<file path="config.mk">
export PLATFORM = sky130hd
export DESIGN_NAME = grid_sprite_renderer_flat
export DESIGN_NICKNAME = d
export VERILOG_FILES = /design/src/rtl/grid_gfx_pkg.sv /design/src/rtl/grid_sprite_renderer_if.sv /design/src/rtl/grid_tile_locator.sv /design/src/rtl/grid_sprite_renderer.sv /design/src/flat_wrapper.sv
export SDC_FILE = /design/constraint.sdc
export NUM_CORES = 1
export LEC_CHECK = 0
export CAP_MARGIN = 25
export CORE_AREA = 2 2 369 371
export CTS_CLUSTER_SIZE = 14
export DETAILED_ROUTE_END_ITERATION = 7
export DIE_AREA = 0 0 371 373
export SYNTH_ARGS = -nofsm -noshare
export SYNTH_HDL_FRONTEND = slang
export SYNTH_SLANG_ARGS = --single-unit
</file>
<file path="constraint.sdc">
create_clock -name clock -period 27.7 [get_ports clock]
set_input_delay 5.54 -clock clock [delete_from_list [all_inputs] [get_ports clock]]
set_output_delay 5.54 -clock clock [all_outputs]
set_load 0.02 [all_outputs]
</file>
<file path="src/rtl/grid_gfx_pkg.sv">
// Shared graphics constants for the grid sprite renderer: object codes,
// player-state codes and the reserved colors.
package grid_gfx_pkg;

  typedef enum logic [3:0] {
    G_EMPTY        = 4'd0,
    G_WALL         = 4'd1,
    G_CRATE        = 4'd2,
    G_FIRE         = 4'd3,
    G_WATER        = 4'd4,
    G_EXTINGUISHER = 4'd5
  } obj_code_e;

  typedef enum logic [3:0] {
    P_NONE  = 4'd0,
    P_IDLE  = 4'd1,
    P_WALK  = 4'd2,
    P_SPRAY = 4'd3
  } player_state_e;

  localparam logic [11:0] KEY_COLOR = 12'hF0F;
  localparam logic [11:0] BAR_COLOR = 12'hFF0;

endpackage

</file>
<file path="src/rtl/grid_sprite_renderer_if.sv">
// Video timing, pixel output and sprite ROM buses of the grid renderer.
// master = timing source / ROM side, slave = renderer.
interface grid_sprite_renderer_if #(
  parameter int TILE_LOG2 = 5
);
  localparam int AW = 4 + 2*TILE_LOG2;

  logic [10:0]   hcount;
  logic [9:0]    vcount;
  logic          hsync;
  logic          vsync;
  logic          blank;
  logic [AW-1:0] obj_rom_addr;
  logic [11:0]   obj_rom_data;
  logic [AW-1:0] player_rom_addr;
  logic [11:0]   player_rom_data;
  logic [11:0]   pixel_out;
  logic          hsync_out;
  logic          vsync_out;
  logic          blank_out;

  modport master (
    output hcount, vcount, hsync, vsync, blank, obj_rom_data, player_rom_data,
    input  obj_rom_addr, player_rom_addr, pixel_out, hsync_out, vsync_out, blank_out
  );

  modport slave (
    input  hcount, vcount, hsync, vsync, blank, obj_rom_data, player_rom_data,
    output obj_rom_addr, player_rom_addr, pixel_out, hsync_out, vsync_out, blank_out
  );

endinterface

</file>
<file path="src/rtl/grid_tile_locator.sv">
// Stage 0: registered mapping of a screen pixel to grid tile column/row and
// in-tile offsets. Column/row are forced to zero outside the grid window.
module grid_tile_locator
  import grid_gfx_pkg::*;
#(
  parameter int GRID_COLS = 13,
  parameter int GRID_ROWS = 8,
  parameter int TILE_LOG2 = 5,
  parameter int ORIGIN_X  = 112,
  parameter int ORIGIN_Y  = 112
) (
  input  logic                 clock,
  input  logic                 reset,
  input  logic [10:0]          hcount_i,
  input  logic [9:0]           vcount_i,
  output logic                 in_grid_o,
  output logic [10:0]          col_o,
  output logic [9:0]           row_o,
  output logic [TILE_LOG2-1:0] offx_o,
  output logic [TILE_LOG2-1:0] offy_o
);

  localparam logic [10:0] X_LO = 11'(ORIGIN_X);
  localparam logic [10:0] X_HI = 11'(ORIGIN_X + (GRID_COLS << TILE_LOG2));
  localparam logic [9:0]  Y_LO = 10'(ORIGIN_Y);
  localparam logic [9:0]  Y_HI = 10'(ORIGIN_Y + (GRID_ROWS << TILE_LOG2));

  logic [10:0]          relx;
  logic [9:0]           rely;
  logic                 in_x;
  logic                 in_y;
  logic                 in_grid_q;
  logic [10:0]          col_q;
  logic [9:0]           row_q;
  logic [TILE_LOG2-1:0] offx_q;
  logic [TILE_LOG2-1:0] offy_q;

  assign relx = hcount_i - X_LO;
  assign rely = vcount_i - Y_LO;
  // Upper bound is exclusive: the pixel at ORIGIN + size is already outside.
  assign in_x = (hcount_i >= X_LO) && (hcount_i < X_HI);
  assign in_y = (vcount_i >= Y_LO) && (vcount_i < Y_HI);

  always_ff @(posedge clock or posedge reset) begin
    if (reset) begin
      in_grid_q <= 1'b0;
      col_q     <= '0;
      row_q     <= '0;
      offx_q    <= '0;
      offy_q    <= '0;
    end else begin
      in_grid_q <= in_x && in_y;
      col_q     <= (in_x && in_y) ? (relx >> TILE_LOG2) : '0;
      row_q     <= (in_x && in_y) ? (rely >> TILE_LOG2) : '0;
      offx_q    <= relx[TILE_LOG2-1:0];
      offy_q    <= rely[TILE_LOG2-1:0];
    end
  end

  assign in_grid_o = in_grid_q;
  assign col_o     = col_q;
  assign row_o     = row_q;
  assign offx_o    = offx_q;
  assign offy_o    = offy_q;

endmodule

</file>
<file path="src/rtl/grid_sprite_renderer.sv">
// Three-stage tile/sprite compositor: locate tile, look up ROMs, composite.
// Optional macro GRID_TIMER_BAR_EN draws a per-tile timer bar from time_grid.
module grid_sprite_renderer #(
  parameter int          GRID_COLS   = 13,
  parameter int          GRID_ROWS   = 8,
  parameter int          TILE_LOG2   = 5,
  parameter int          ORIGIN_X    = 112,
  parameter int          ORIGIN_Y    = 112,
  parameter int          NUM_SPRITES = 16,
  parameter logic [11:0] KEY_COLOR   = grid_gfx_pkg::KEY_COLOR,
  parameter logic [11:0] BG_COLOR    = 12'h000
) (
  input  logic                             clock,
  input  logic                             reset,
  grid_sprite_renderer_if.slave            vid,
  input  logic [GRID_ROWS*GRID_COLS*4-1:0] object_grid,
  input  logic [GRID_ROWS*GRID_COLS*4-1:0] time_grid,
  input  logic [10:0]                      player_x,
  input  logic [9:0]                       player_y,
  input  logic [3:0]                       player_code
);
  import grid_gfx_pkg::*;

  localparam int          NCELL  = GRID_ROWS * GRID_COLS;
  localparam int          IW     = $clog2(NCELL);
  localparam logic [4:0]  NS_LIM = 5'(NUM_SPRITES);
  localparam logic [10:0] TILE_X = 11'(1 << TILE_LOG2);
  localparam logic [9:0]  TILE_Y = 10'(1 << TILE_LOG2);

  logic [3:0]  frame_obj_q [NCELL];
  logic        vs_prev_q;
  logic        frame_latch;

  logic [10:0] s0_hcount_q;
  logic [9:0]  s0_vcount_q;
  logic        s0_hs_q, s0_vs_q, s0_blank_q, s0_valid_q;
  logic        s0_in_grid;
  logic [10:0] s0_col;
  logic [9:0]  s0_row;
  logic [TILE_LOG2-1:0] s0_offx, s0_offy;

  logic [IW-1:0] cell_idx;
  logic [3:0]    obj_code;
  logic          obj_present_d;
  logic [10:0]   ply_dx;
  logic [9:0]    ply_dy;
  logic          ply_present_d;

  logic        s1_obj_q, s1_ply_q, s1_bar_q;
  logic        s1_hs_q, s1_vs_q, s1_blank_q, s1_valid_q;

  logic [11:0] pixel_d;
  logic [11:0] pixel_q;
  logic        hsync_q, vsync_q, blank_q;

  // Falling vsync starts a frame; reset value 0 prevents a spurious latch
  // when reset is released while vsync is already low.
  assign frame_latch = vs_prev_q && !vid.vsync;

  always_ff @(posedge clock or posedge reset) begin
    if (reset) begin
      vs_prev_q <= 1'b0;
      for (int i = 0; i < NCELL; i++) frame_obj_q[i] <= '0;
    end else begin
      vs_prev_q <= vid.vsync;
      if (frame_latch)
        for (int i = 0; i < NCELL; i++) frame_obj_q[i] <= object_grid[i*4 +: 4];
    end
  end

  grid_tile_locator #(
    .GRID_COLS (GRID_COLS),
    .GRID_ROWS (GRID_ROWS),
    .TILE_LOG2 (TILE_LOG2),
    .ORIGIN_X  (ORIGIN_X),
    .ORIGIN_Y  (ORIGIN_Y)
  ) u_locator (
    .clock     (clock),
    .reset     (reset),
    .hcount_i  (vid.hcount),
    .vcount_i  (vid.vcount),
    .in_grid_o (s0_in_grid),
    .col_o     (s0_col),
    .row_o     (s0_row),
    .offx_o    (s0_offx),
    .offy_o    (s0_offy)
  );

  always_ff @(posedge clock or posedge reset) begin
    if (reset) begin
      s0_hcount_q <= '0;
      s0_vcount_q <= '0;
      s0_hs_q     <= 1'b1;
      s0_vs_q     <= 1'b1;
      s0_blank_q  <= 1'b1;
      s0_valid_q  <= 1'b0;
    end else begin
      s0_hcount_q <= vid.hcount;
      s0_vcount_q <= vid.vcount;
      s0_hs_q     <= vid.hsync;
      s0_vs_q     <= vid.vsync;
      s0_blank_q  <= vid.blank;
      s0_valid_q  <= 1'b1;
    end
  end

  assign cell_idx = IW'(32'(s0_row) * GRID_COLS + 32'(s0_col));
  assign obj_code = frame_obj_q[cell_idx];
  assign obj_present_d = s0_in_grid && (obj_code != G_EMPTY) && ({1'b0, obj_code} < NS_LIM);

  // The >= tests stop the subtraction from wrapping into a visible box.
  assign ply_dx = s0_hcount_q - player_x;
  assign ply_dy = s0_vcount_q - player_y;
  assign ply_present_d = (player_code != 4'd0)
                         && (s0_hcount_q >= player_x) && (ply_dx < TILE_X)
                         && (s0_vcount_q >= player_y) && (ply_dy < TILE_Y);

  assign vid.obj_rom_addr    = {obj_code, s0_offy, s0_offx};
  assign vid.player_rom_addr = {player_code, ply_dy[TILE_LOG2-1:0], ply_dx[TILE_LOG2-1:0]};

`ifdef GRID_TIMER_BAR_EN
  localparam logic [TILE_LOG2-1:0] BAR_ROW = TILE_LOG2'((1 << TILE_LOG2) - 2);

  logic [3:0] frame_time_q [NCELL];
  logic       bar_d;

  always_ff @(posedge clock or posedge reset) begin
    if (reset) begin
      for (int i = 0; i < NCELL; i++) frame_time_q[i] <= '0;
    end else if (frame_latch) begin
      for (int i = 0; i < NCELL; i++) frame_time_q[i] <= time_grid[i*4 +: 4];
    end
  end

  assign bar_d = s0_in_grid && (s0_offy >= BAR_ROW)
                 && (8'(s0_offx) < {3'b000, frame_time_q[cell_idx], 1'b0});

  always_ff @(posedge clock or posedge reset) begin
    if (reset) s1_bar_q <= 1'b0;
    else       s1_bar_q <= bar_d;
  end
`else
  logic unused_time;
  assign unused_time = ^time_grid;
  assign s1_bar_q    = 1'b0;
`endif

  always_ff @(posedge clock or posedge reset) begin
    if (reset) begin
      s1_obj_q   <= 1'b0;
      s1_ply_q   <= 1'b0;
      s1_hs_q    <= 1'b1;
      s1_vs_q    <= 1'b1;
      s1_blank_q <= 1'b1;
      s1_valid_q <= 1'b0;
    end else begin
      s1_obj_q   <= obj_present_d;
      s1_ply_q   <= ply_present_d;
      s1_hs_q    <= s0_hs_q;
      s1_vs_q    <= s0_vs_q;
      s1_blank_q <= s0_blank_q;
      s1_valid_q <= s0_valid_q;
    end
  end

  always_comb begin
    pixel_d = BG_COLOR;
    if (!s1_valid_q || s1_blank_q)
      pixel_d = 12'h000;
    else if (s1_ply_q && (vid.player_rom_data != KEY_COLOR))
      pixel_d = vid.player_rom_data;
    else if (s1_bar_q)
      pixel_d = BAR_COLOR;
    else if (s1_obj_q && (vid.obj_rom_data != KEY_COLOR))
      pixel_d = vid.obj_rom_data;
  end

  always_ff @(posedge clock or posedge reset) begin
    if (reset) begin
      pixel_q <= 12'h000;
      hsync_q <= 1'b1;
      vsync_q <= 1'b1;
      blank_q <= 1'b1;
    end else begin
      pixel_q <= pixel_d;
      hsync_q <= s1_hs_q;
      vsync_q <= s1_vs_q;
      blank_q <= s1_blank_q || !s1_valid_q;
    end
  end

  assign vid.pixel_out = pixel_q;
  assign vid.hsync_out = hsync_q;
  assign vid.vsync_out = vsync_q;
  assign vid.blank_out = blank_q;

endmodule

</file>
<file path="src/flat_wrapper.sv">
// flat-port wrapper written by rule: the top's interface ports become plain ports
module grid_sprite_renderer_flat import grid_gfx_pkg::*;
#(
  parameter int          GRID_COLS   = 13,
  parameter int          GRID_ROWS   = 8,
  parameter int          TILE_LOG2   = 5,
  parameter int          ORIGIN_X    = 112,
  parameter int          ORIGIN_Y    = 112,
  parameter int          NUM_SPRITES = 16,
  parameter logic [11:0] KEY_COLOR   = grid_gfx_pkg::KEY_COLOR,
  parameter logic [11:0] BG_COLOR    = 12'h000
)
  (clock, reset, object_grid, time_grid, player_x, player_y, player_code, vid_hcount, vid_vcount, vid_hsync, vid_vsync, vid_blank, vid_obj_rom_data, vid_player_rom_data, vid_obj_rom_addr, vid_player_rom_addr, vid_pixel_out, vid_hsync_out, vid_vsync_out, vid_blank_out);
  grid_sprite_renderer_if #(.TILE_LOG2(TILE_LOG2)) vid_i ();
  input  logic clock;
  input  logic reset;
  input  logic [GRID_ROWS*GRID_COLS*4-1:0] object_grid;
  input  logic [GRID_ROWS*GRID_COLS*4-1:0] time_grid;
  input  logic [10:0] player_x;
  input  logic [9:0] player_y;
  input  logic [3:0] player_code;
  input wire logic [$bits(vid_i.hcount)-1:0] vid_hcount;
  input wire logic [$bits(vid_i.vcount)-1:0] vid_vcount;
  input wire logic [$bits(vid_i.hsync)-1:0] vid_hsync;
  input wire logic [$bits(vid_i.vsync)-1:0] vid_vsync;
  input wire logic [$bits(vid_i.blank)-1:0] vid_blank;
  input wire logic [$bits(vid_i.obj_rom_data)-1:0] vid_obj_rom_data;
  input wire logic [$bits(vid_i.player_rom_data)-1:0] vid_player_rom_data;
  output wire logic [$bits(vid_i.obj_rom_addr)-1:0] vid_obj_rom_addr;
  output wire logic [$bits(vid_i.player_rom_addr)-1:0] vid_player_rom_addr;
  output wire logic [$bits(vid_i.pixel_out)-1:0] vid_pixel_out;
  output wire logic [$bits(vid_i.hsync_out)-1:0] vid_hsync_out;
  output wire logic [$bits(vid_i.vsync_out)-1:0] vid_vsync_out;
  output wire logic [$bits(vid_i.blank_out)-1:0] vid_blank_out;
  assign vid_i.hcount = vid_hcount;
  assign vid_i.vcount = vid_vcount;
  assign vid_i.hsync = vid_hsync;
  assign vid_i.vsync = vid_vsync;
  assign vid_i.blank = vid_blank;
  assign vid_i.obj_rom_data = vid_obj_rom_data;
  assign vid_i.player_rom_data = vid_player_rom_data;
  assign vid_obj_rom_addr = vid_i.obj_rom_addr;
  assign vid_player_rom_addr = vid_i.player_rom_addr;
  assign vid_pixel_out = vid_i.pixel_out;
  assign vid_hsync_out = vid_i.hsync_out;
  assign vid_vsync_out = vid_i.vsync_out;
  assign vid_blank_out = vid_i.blank_out;
  grid_sprite_renderer #(.GRID_COLS(GRID_COLS), .GRID_ROWS(GRID_ROWS), .TILE_LOG2(TILE_LOG2), .ORIGIN_X(ORIGIN_X), .ORIGIN_Y(ORIGIN_Y), .NUM_SPRITES(NUM_SPRITES), .KEY_COLOR(KEY_COLOR), .BG_COLOR(BG_COLOR)) u_core (.clock(clock), .reset(reset), .vid(vid_i), .object_grid(object_grid), .time_grid(time_grid), .player_x(player_x), .player_y(player_y), .player_code(player_code));
endmodule
</file>
# --- Word-level counts from Yosys, hierarchy flattened ---
# Index checks and enable logic that the tools add are counted.
op_classes:
  add_sub_neg: 5
  reduce_logical: 16
  n_lt_le_gt_ge: 9
  bitwise: 1
  muxes: 8
  n_eq_ne: 2
  n_mul: 1
op_table:
  columns: ["op", "n"]
  rows:
  - ["12-bit 2-to-1 mux", 3]
  - ["4-bit binary-select mux with 7-bit select", 1]
  - ["12-bit != test, second input constant", 2]
  - ["11-bit >= comparator", 1]
  - ["11-bit by 7-bit >= comparator with 1-bit output, second input constant", 1]
  - ["1-bit logical AND", 11]
  - ["11-bit by 10-bit less-than comparator with 1-bit output, second input constant", 1]
  - ["11-bit by 6-bit less-than comparator with 1-bit output, second input constant", 1]
  - ["11-bit subtractor", 1]
  - ["11-bit by 7-bit subtractor with 11-bit output, second input constant", 1]
  - ["10-bit >= comparator", 1]
  - ["10-bit by 7-bit >= comparator with 1-bit output, second input constant", 1]
  - ["10-bit by 6-bit less-than comparator with 1-bit output, second input constant", 1]
  - ["10-bit by 9-bit less-than comparator with 1-bit output, second input constant", 1]
  - ["10-bit subtractor", 1]
  - ["10-bit by 7-bit subtractor with 10-bit output, second input constant", 1]
  - ["8-bit >= comparator, second input constant", 1]
  - ["4-bit 2-to-1 mux", 2]
  - ["7-bit inverter with 8-bit output", 1]
  - ["4-bit nonzero test", 2]
  - ["7-bit by 6-bit adder with 7-bit output", 1]
  - ["5-bit by 4-bit multiplier with 7-bit output, second input constant", 1]
  - ["6-bit 2-to-1 mux", 1]
  - ["5-bit 2-to-1 mux", 1]
  - ["other kinds (2)", 3]
word_totals:
  input_bits: 907
  ff_bits: 485
  output_inout_bits: 43
  word_cells: 168

# --- Logic depth before layout (Yosys ltp) ---
depth:
  ltp_word: 8
  mapped_depth: 14
  ltp_nobuf: 13

# --- Cells and area by module ---
# From an unflattened synthesis, not the netlist that was laid out.
hier_totals:
  hier_cells: 1511
  area_unflattened_um2: 22597.9
by_module_without_submodules:
  columns: ["mod", "seq_area_each_um2", "area_per_inst_um2", "cells_each", "n_inst"]
  rows:
  - ["grid_sprite_renderer", 11597.4, 21685.8, 1439, 1]
  - ["grid_tile_locator", 550.5, 912.1, 72, 1]

# --- Worst setup path before layout ---
# No wires, ideal clock.
synth_path:
  path_kind: "in2out"
  startpoint: "input port player_y[0]"
  endpoint: "output port vid_player_rom_addr[9]"
  required_ns: 22.160
  n_path_buf: 0
  stages: 6
  t_arrival_ns: 6.777
  setup_slack_ns: 15.383
  cell_sequence: "ha_1 fa_1 nor2b_1 o21ai_0 a21boi_0 nor2_1"
synth_between:
  elab_chain_cells: 1
synth_lines:
  columns: ["item", "line", "text"]
  rows:
  - ["start, declared", "flat_wrapper.sv:20", "input logic [9:0] player_y;"]
  - ["10-bit subtractor", "grid_sprite_renderer.sv:113", "assign ply_dy = s0_vcount_q - player_y;"]
  - ["end, declared", "flat_wrapper.sv:30", "output wire logic [$bits(vid_i.player_rom_addr)-1:0] vid_player_rom_addr;"]
# Every way passes these cells.

# --- Final worst setup path ---
layout_path:
  startpoint: "input port player_y[2]"
  endpoint: "output port vid_player_rom_addr[9]"
# The elaborated chain is that of the path after synthesis.

==> results.txt <==
The run finished with clean final reports. The number of flops mapped to enable cells by yosys came out at 0. The library cell contributing the largest single delay on the critical path is sky130_fd_sc_hd__clkdlybuf4s50_1. CTS saw 477 sinks.

The final weighted congestion in routability-driven placement came out at around 0.8. The final critical-path share of the clock period came out at 0.492. The worst-case IR drop observed on VDD is about 0.000042 V. For this design the top-level I/O count stands at 950.

The worst setup path is captured at an output pin. The top cell type's share of synthesized area came out at 0.529. The flip-flop and latch area came out at 11,900 µm². The count of endpoints failing setup in the final report came out at 0. The number of nets in the final layout came out at 2,915.

Yosys printed 0 warnings. The number of flip-flops and latches in the synthesized netlist came out at approximately 480. The setup path with the least slack is of type input pin to output pin.

Wires add up to ~76,000 µm. The combined area of all synthesized cells is 22,200 µm². Derived from the worst setup path, the maximum achievable clock frequency is 73.4 MHz. The global-route usage over all layers came out at 0.108. The critical path launch point type is an input pin.

The count of buffers added by post-CTS timing repair for setup is 0. The number of I/O port buffers came out at 533. The largest stage delay on the critical path came out at about 690 ps. The clock tree from TritonCTS is built. The quantity of gates resized following cts came out at 0. The number of global-route vias before repair is between 15,000 and 20,000.

sky130_fd_sc_hd__dfrtp_1 takes more of the synthesized area than any other cell. The first global-routing pass estimated 109,000 µm of wire. The signal on the critical path passes through clkdlybuf4s50_1 > inv_1 > ha_1 > nor2b_1 > o21ai_0 > a21boi_0 > nor2_1 > clkdlybuf4s50_1.

The final design area excluding fillers is 31,500 µm². The relative slew slack came out at 0.325. Summed over all layers, the global routing overflow is 0. The share of synthesized flip-flops with an asynchronous set or reset is 1.00.

The multi-input combinational cells in the finished layout cover a total of 9690 µm². The average wire per cell in the routed design is 20.1 µm. The core region area is 135,000 µm². The filler cells instantiated in the layout total 14,199. The layout overhead on the synthesized area came out at 42.4%. For this design the ratio of total power to cell area is 62.6 nW/µm². The number of hold buffers added after cts is 0. The number of clock buffers added by TritonCTS is 58.

The fraction of the yosys area taken by sequential cells is 0.539. Entering global routing, the biggest net connects 156 pins. In the synthesized netlist, the cells that appear most often are sky130_fd_sc_hd__dfrtp_1, sky130_fd_sc_hd__mux2_2, sky130_fd_sc_hd__mux4_2. The maximum fanout along the worst path is 4.

The tree is rooted in a sky130_fd_sc_hd__clkbuf_16. Of the cells placed in the final design, the portion with a size suffix greater than 1 is 0.337. The clock latency at the later pin of the worst-skew pair came out at between 600 and 700 ps.

The vertical die dimension is 373 µm. The most frequently used flop master after synthesis is sky130_fd_sc_hd__dfrtp_1. The average size of a mapped cell came out at 15.4 µm². The die area is 138,000 µm². The H-tree depth came out at 2.

The worst hold path belongs to the class flop to flop. The cell area reported after detailed placement came out at 29,600 µm². The vias after detailed routing came out at 14,305. The post-synthesis instance total came out at 1,441. The critical path startpoint is player_y[2]. The total of max-cap violations came out at 0. The data required time of the critical path came out at 22,160 ps. Row generation in the floorplan step produced 135 rows. The number of hold violations in the final report is 0. For this configuration, the core starts out at a cell density of 0.165. The arrival time at the worst endpoint is 8090 ps. The remaining routing DRC violations is 0.

The worst flop-to-flop path startpoint is u_core.u_locator.row_o[0]. Setup repair after global routing left no endpoint under its margin. The horizontal extent of the die is 371 µm.

The final critical path time including I/O delays and setup came out at 13,630 ps. The initial antenna violation count came to 32. The clock skew after layout is about 33 ps.

The dominant cell by count in the synthesized netlist is sky130_fd_sc_hd__dfrtp_1. The launch instance of the worst min-delay path is u_core.s0_valid_q. Total power for the finished layout comes to 1.98 mW. The final setup TNS is 0 ps.

Yosys attributes the largest share of cell area to sky130_fd_sc_hd__dfrtp_1, sky130_fd_sc_hd__mux2_2, sky130_fd_sc_hd__mux4_2. The count of nets left with antenna violations once routing finished came out at 0. For the pin with the worst max-slew slack, the measured transition is 1010 ps. The number of distinct standard cells referenced by the synthesized netlist is between 50 and 60. The number of iterations in the first detailed-routing pass came out at 5. The final-report max-slew violation count is 0.

The net count after synthesis came out at 2,392. The leakage power of the design is 12.1 nW. The most numerous cell on the critical path is sky130_fd_sc_hd__clkdlybuf4s50_1.

The per-cell via count in the routed design came out at 3.76. The post-CTS clock slew at the launch and capture registers of the worst setup and hold paths is 60 ps. The first-iteration detailed-routing DRC count came out at 790. The HPWL reported at the end of detailed placement came out at 57,700 µm. Counting along the longest clock path gives a buffer depth of 3.
## worst max-delay path, delay by kind of cell
family	cells	cell delay, ps
AND/OR/NAND/NOR	2	290
buffers and inverters	3	1380
AO/OA/AOI/OAI	2	540
adder cells (fa/ha/maj)	1	340
## metrics by stage
step	hold slack, ps	std cells	setup slack (ps)	utilization
2_1_floorplan	331	1441	8870	-
3_3_place_gp	334	3682	14000	0.220
3_5_place_dp	335	3683	13990	0.220
4_1_cts	349	3789	13980	0.234
5_1_grt	360	3796	13930	0.234
6_report	347	3802	14070	0.234
## logic make-up (layout without fill, tap and decap cells)
logic type / count (synthesis) / after routing / synth area share
buf+inv: 142 / 711 / 0.0282
other cells: 2 / 13 / 0.000339
xor+xnor: 25 / 25 / 0.00988
compound gates: 87 / 87 / 0.0261
fa+ha+maj: 44 / 44 / 0.0272
simple gates: 105 / 105 / 0.0247
mux: 559 / 559 / 0.344
flops: 477 / 477 / 0.539
## path summary, 6_finish.rpt
kind	endpoint	slack [ps]	cells past startpoint
min reg2reg	u_core.s1_valid_q	350	0
max	vid_player_rom_addr[9]	14070	8
max reg2reg	u_core.s1_obj_q	22370	12
max in group asynchronous	u_core.frame_obj_q[181]	19250	5
min	u_core.s1_valid_q	350	0
min in group asynchronous	u_core.frame_obj_q[135]	5470	2
## registers in the layout (all words and copies together), names as in the netlist
name and count:
u_core.s0_blank_q 1, u_core.vid.pixel_out 12, u_core.s1_valid_q 1, u_core.s1_ply_q 1, u_core.s1_blank_q 1, u_core.u_locator.offy_o 1, u_core.frame_obj_q 416, u_core.u_locator.col_o 6
u_core.u_locator.in_grid_o 1, u_core.s0_hcount_q 11, u_core.s0_valid_q 1, u_core.s1_obj_q 1, u_core.s0_vs_q 1, u_core.s0_vcount_q 10, u_core.u_locator.row_o 5, u_core.s0_hs_q 1
u_core.vid.blank_out 1, u_core.s1_vs_q 1, u_core.u_locator.offx_o 1, u_core.vid.hsync_out 1, u_core.vid.vsync_out 1, u_core.s1_hs_q 1, u_core.vs_prev_q 1
## where the power goes
group	total [mW]	internal (mW)	switching [mW]
sequential	0.839	0.791	0.0481
clock	0.767	0.450	0.317
combinational	0.370	0.220	0.150
total	1.98	1.46	0.515
## layout by cell type (no fill, tap or decap), types with 6 or more instances in the layout
cell,synthesis,final
sky130_fd_sc_hd__a21o_1,6,6
sky130_fd_sc_hd__a21oi_1,23,23
sky130_fd_sc_hd__a22oi_1,13,13
sky130_fd_sc_hd__buf_4,13,20
sky130_fd_sc_hd__clkbuf_1,55,16
sky130_fd_sc_hd__clkbuf_16,0,59
sky130_fd_sc_hd__clkbuf_8,0,11
sky130_fd_sc_hd__clkdlybuf4s50_1,0,533
sky130_fd_sc_hd__clkinvlp_4,0,6
sky130_fd_sc_hd__dfrtp_1,468,468
sky130_fd_sc_hd__dfstp_2,9,9
sky130_fd_sc_hd__diode_2,0,11
sky130_fd_sc_hd__fa_1,7,6
sky130_fd_sc_hd__ha_1,37,35
sky130_fd_sc_hd__inv_1,48,47
sky130_fd_sc_hd__mux2_2,421,421
sky130_fd_sc_hd__mux2i_1,18,18
sky130_fd_sc_hd__mux4_2,120,120
sky130_fd_sc_hd__nand2_1,16,16
sky130_fd_sc_hd__nand3_1,9,9
sky130_fd_sc_hd__nor2_1,33,33
sky130_fd_sc_hd__nor2b_1,10,9
sky130_fd_sc_hd__nor3_1,7,7
sky130_fd_sc_hd__o21ai_0,12,12
sky130_fd_sc_hd__xnor2_1,19,16
## metal layers
metal / track usage / part of all wire / vias to the layer above
met4: 0.0280 / 0.020 / 28
met3: 0.0413 / 0.088 / 101
met2: 0.179 / 0.48 / 451
met5: 0 / 0.0023 / -
met1: 0.131 / 0.41 / 7310
li1: - / - / 6415
## layout make-up
class / count / area share
repair buffers: 557 / 0.176
flip-flops and latches: 477 / 0.379
well taps: 1781 / 0.0706
clock inverters: 20 / 0.00710
diodes: 11 / 0.000873
clock buffers: 86 / 0.0535
multi-input cells: 822 / 0.307
inverters: 48 / 0.00595
(Power assumes the default switching activity.)
